## config.mk

```make
export PLATFORM = sky130hd
export DESIGN_NAME = code_stepper
export DESIGN_NICKNAME = d
export VERILOG_FILES = /design/src/rtl/code_stepper.sv
export SDC_FILE = /design/constraint.sdc
export NUM_CORES = 1
export LEC_CHECK = 0
export BUFFER_PORTS_ARGS = -buffer_cell sky130_fd_sc_hd__buf_2
export CORE_ASPECT_RATIO = 1.5
export CORE_UTILIZATION = 45
export CTS_CLUSTER_SIZE = 8
export DETAILED_ROUTE_END_ITERATION = 12
export GPL_ROUTABILITY_DRIVEN = 0
export PLACE_DENSITY = 0.68
export SYNTH_ARGS = -nofsm -noshare
export SYNTH_HDL_FRONTEND = slang
export SYNTH_SLANG_ARGS = --single-unit
```

## constraint.sdc

```tcl
create_clock -name sys_clk -period 3.7 [get_ports sys_clk]
set_clock_uncertainty 0.15 [all_clocks]
set_input_delay 0.37 -clock sys_clk [delete_from_list [all_inputs] [get_ports sys_clk]]
set_output_delay 0.37 -clock sys_clk [all_outputs]
set_load 0.03 [all_outputs]
```

## src/rtl/code_stepper.sv

```systemverilog
// code_stepper: debounced push-key stepper feeding a 3-to-8 one-hot decoder.
//
// Each accepted key press advances a 3-bit code 000->111->000. Optional
// auto-run mode also steps the code every CNT_AUTO cycles.
//
// Optional feature macro: CODE_STEPPER_AUTO_RUN_EN
//   defined   -> auto timer and mode_in synchroniser are built
//   undefined -> mode_in is ignored; only key steps advance the code
//
// Ports:
//   sys_clk     in   single clock, rising edge
//   sys_rst     in   synchronous active-high reset
//   key_in      in   raw push-key, active-low, asynchronous
//   mode_in     in   slide switch, asynchronous; 1 = auto-run
//   out1        out  code bit 2 (MSB)
//   out2        out  code bit 1
//   out3        out  code bit 0
//   step_pulse  out  one-cycle strobe, high in the cycle a new code appears
//
// Parameters:
//   CNT_DEBOUNCE  stable-level cycles to accept press/release (>= 2)
//   CNT_AUTO      auto-run step period in cycles (>= 2)

module code_stepper #(
  parameter int unsigned CNT_DEBOUNCE = 1_000_000,
  parameter int unsigned CNT_AUTO     = 50_000_000
) (
  input  logic sys_clk,
  input  logic sys_rst,
  input  logic key_in,
  input  logic mode_in,
  output logic out1,
  output logic out2,
  output logic out3,
  output logic step_pulse
);

  localparam int DW = $clog2(CNT_DEBOUNCE);
  localparam logic [DW-1:0] CNT_LAST = DW'(CNT_DEBOUNCE - 1);

  typedef enum logic [1:0] {
    IDLE,
    PRESS_WAIT,
    HELD,
    RELEASE_WAIT
  } state_t;

  state_t          state;
  logic [DW-1:0]   cnt;
  logic [2:0]      code;
  logic [1:0]      key_sync;
  logic            key_s;
  logic            key_step;
  logic            auto_step;
  logic            step;

  // Key synchroniser resets to the released level so reset never looks like
  // a press; a key held through reset release still needs a full debounce.
  always_ff @(posedge sys_clk) begin
    if (sys_rst) key_sync <= 2'b11;
    else         key_sync <= {key_sync[0], key_in};
  end
  assign key_s = key_sync[1];

`ifdef CODE_STEPPER_AUTO_RUN_EN
  localparam int AW = $clog2(CNT_AUTO);
  localparam logic [AW-1:0] ACNT_LAST = AW'(CNT_AUTO - 1);

  logic [1:0]    mode_sync;
  logic          mode_s;
  logic [AW-1:0] acnt;

  always_ff @(posedge sys_clk) begin
    if (sys_rst) begin
      mode_sync <= 2'b00;
      acnt      <= '0;
    end else begin
      mode_sync <= {mode_sync[0], mode_in};
      // Leaving auto mode throws away the partial period.
      if (!mode_s)                acnt <= '0;
      else if (acnt == ACNT_LAST) acnt <= '0;
      else                        acnt <= acnt + AW'(1);
    end
  end
  assign mode_s    = mode_sync[1];
  assign auto_step = mode_s && (acnt == ACNT_LAST);
`else
  logic unused_mode;
  assign unused_mode = mode_in;
  assign auto_step   = 1'b0;
`endif

  // Key step fires on the edge that moves PRESS_WAIT -> HELD.
  assign key_step = (state == PRESS_WAIT) && !key_s && (cnt == CNT_LAST);
  // Coincident key and auto steps merge into a single +1.
  assign step     = key_step | auto_step;

  always_ff @(posedge sys_clk) begin
    if (sys_rst) begin
      state      <= IDLE;
      cnt        <= '0;
      code       <= 3'd0;
      step_pulse <= 1'b0;
    end else begin
      step_pulse <= step;
      if (step) code <= code + 3'd1;

      case (state)
        IDLE: begin
          if (!key_s) begin
            state <= PRESS_WAIT;
            cnt   <= '0;
          end
        end
        PRESS_WAIT: begin
          if (key_s) begin
            state <= IDLE;
            cnt   <= '0;
          end else if (cnt == CNT_LAST) begin
            state <= HELD;
            cnt   <= '0;
          end else begin
            cnt <= cnt + DW'(1);
          end
        end
        HELD: begin
          if (key_s) begin
            state <= RELEASE_WAIT;
            cnt   <= '0;
          end
        end
        RELEASE_WAIT: begin
          // A bounce low just returns to HELD; no step is generated.
          if (!key_s) begin
            state <= HELD;
          end else if (cnt == CNT_LAST) begin
            state <= IDLE;
            cnt   <= '0;
          end else begin
            cnt <= cnt + DW'(1);
          end
        end
        default: begin
          state <= IDLE;
          cnt   <= '0;
        end
      endcase
    end
  end

  assign out1 = code[2];
  assign out2 = code[1];
  assign out3 = code[0];

endmodule

```

==> results_dict.tcl <==
set metrics [dict create \
    worst_slew_pin_slew_ps 729 \
    drt-pass1-iter-count 4 \
    die_h_microns 70.6 \
    grt_busiest_layer "met2" \
    fin_nets 179 \
    synth-async-reset-ratio_pct 0 \
    ys.warnings.count 0 \
    maxCapViolations 0 \
    core_sq_um 2940 \
    htreeDepth 1 \
    final.period_utilization_pct 59.9 \
    max_stage_delay_ps 430 \
    port-buffer-count 6 \
    detail-route-antenna-nets 0 \
    cts.repair.resized 0 \
    power-per-cell-area_nw_per_um2 338 \
    grt_max_degree 21 \
    synth_edf_count 0 \
    final_common_cell "dfxtp_1" \
    initialDrtViolationCount 34 \
    ctsHoldBuffers 0 \
    grt_util_met3_pct 3.57 \
    crit_path_cell_trace "ha_1 > nand2_1 > nor4b_2 > a21oi_1 > o21ai_2 > nor2_1" \
    die_w_microns 47.7 \
    insertion_delay_ps 280 \
    rsz0062_at_grt "no" \
    finalSetupTns_ps 0 \
    worst-path-buf-inv 0 \
    clkTransAtPathRegs_ps 90 \
    n_antenna_cell 0 \
    placed_cells 207 \
    numCtsBuffers 3 \
    drive_above_1_share_pct 11.6 \
    synthToLayoutAreaGrowth_pct 8.24 \
    wl_microns 2830 \
    start_kind "register" \
    cpLargestDelayFamily "compound AO/OA/AOI/OAI gates" \
    final_cell_mix "28 x dfxtp_1, 25 x nor2_1, 12 x nand2_1" \
    syn_area_sq_um 1410 \
    start_util_pct 48.0 \
    synth_cell_types 43 \
    hold_start "key_in" \
    dp_hpwl_microns 2110 \
    dr_total_vias 1231 \
    ys_ff_latch 28 \
    clk_path_buf_depth 2 \
    clock_sinks 28 \
    cts_tree "yes" \
    crit_type "reg -> reg" \
    crit_path_start "cnt[0]" \
    grt_use_met1_pct 24.8 \
    critPathCaptureType "register" \
    period_needed_ps 2220 \
    syn_inst 166 \
    drcViolationCount 0 \
    synth-seq-area-share_pct 39.7 \
    yosys_most_used_dff "dfxtp_1" \
    timing.rr.start "cnt[0]" \
    stdcell_count 211 \
    syn_nets 172 \
    antenna_found_initial 0 \
    rows 24 \
    ios 8 \
    setup_viol 0 \
    grtUsageTotal_pct 20.1 \
    syn-mean-instance-area_sq_um 8.51 \
    worstPathRequired_ps 3710 \
    maxSlewViolCount 0 \
    finalHoldViolCount 0 \
    grt_pass1_vias 1173 \
    fmax_mhz 451 \
    grt_pass1_wl_microns 5080 \
    arrival_ps 2220 \
    nFillCells 316 \
    min_path_type "in -> reg" \
    gr-total-overflow 0 \
    vias_per_cell 5.83 \
    die_area_sq_um 3370 \
    slew_headroom_pct 51.4 \
    detail_route.wl_per_cell_microns 13.4 \
    ir_drop_v 0.000232 \
    power.leakage_nw 0.527 \
    path_max_fanout 10 \
    cpMaxStageDelayCell "o21ai_2" \
    grt_use_met2_pct 32.6 \
    post_cts_buffers 0 \
    clock-root-buffer "clkbuf_8" \
    status "finished, final reports clean" \
]
-- layout make-up --
cell class	count	area (sq um)	share of cell area [%]
multi-input combinational	130	820	53.6
timing repair buffer	6	30.0	1.96
clock buffer	4	55.1	3.60
sequential	28	561	36.7
tap	39	48.8	3.19
inverter	4	15.0	0.982
-- cells by family (layout without fill, tap and decap cells) --
family / after synthesis / after routing / share of synthesized area, %
compound gates: 24 / 24 / 11.4
mux: 4 / 4 / 2.92
flops: 28 / 28 / 39.7
fa+ha+maj: 2 / 2 / 1.77
xor+xnor: 11 / 11 / 6.82
buf+inv: 8 / 14 / 2.30
simple gates: 89 / 89 / 35.1
-- power breakdown --
group          internal, mW  switching [mW]  total (mW)
registers             0.303         0.00158       0.304
clock network        0.0954          0.0936       0.189
logic               0.00598          0.0171      0.0231
total                 0.404           0.112       0.516
-- Yosys cell counts (4+ instances only) --
cell	number	area (sq um)
nor3_1	5	25.0
xor2_1	5	43.8
nand2_1	12	45.0
xnor2_1	6	52.6
a21oi_1	8	40.0
nor4_1	6	37.5
dfxtp_1	28	561
nor2_1	25	93.8
o21ai_0	4	20.0
inv_1	4	15.0
nand3_1	8	40.0
nand4_1	5	31.3
-- metrics by stage --
| stage | setup slack, ps | cell area (sq um) | util (%) | hold slack (ps) | total power, mW |
|---|---|---|---|---|---|
| floorplan | 1780 | 1410 | - | 239 | 0.329 |
| global placement | 1560 | 1470 | 50.1 | 254 | 0.334 |
| detailed placement | 1520 | 1470 | 50.1 | 250 | 0.334 |
| CTS | 1510 | 1530 | 52.0 | 117 | 0.520 |
| global route | 1360 | 1530 | 52.0 | 114 | 0.535 |
| finish | 1480 | 1530 | 52.0 | 120 | 0.516 |
-- routing by layer --
| layer | vias to the layer above | routed length, microns | share of wire (%) |
|---|---|---|---|
| met5 | - | 0 | 0 |
| met4 | 0 | 63 | 2.2 |
| met3 | 7 | 69 | 2.4 |
| met2 | 22 | 1430 | 50 |
| met1 | 584 | 1270 | 45 |
| li1 | 618 | - | - |
-- worst paths after layout --
path	slack, ps	depth (start not counted)	end
max	1480	6	cnt[13]
min	120	2	key_sync[0]
max reg2reg	1480	6	cnt[13]
min reg2reg	270	1	key_sync[1]
-- worst register-to-register path, cell delays in order, from the launching register on --
cell and delay [ps]:
dfxtp_1 370, ha_1 250, nand2_1 130, nor4b_2 370, a21oi_1 280, o21ai_2 430, nor2_1 100
-- sequential cells by signal, summed over array words and instances (netlist names), named ones only --
register,count
code,3
step_pulse,1
key_sync,2
state,1
cnt,20
No activity file was read; power rests on OpenSTA's default activity.
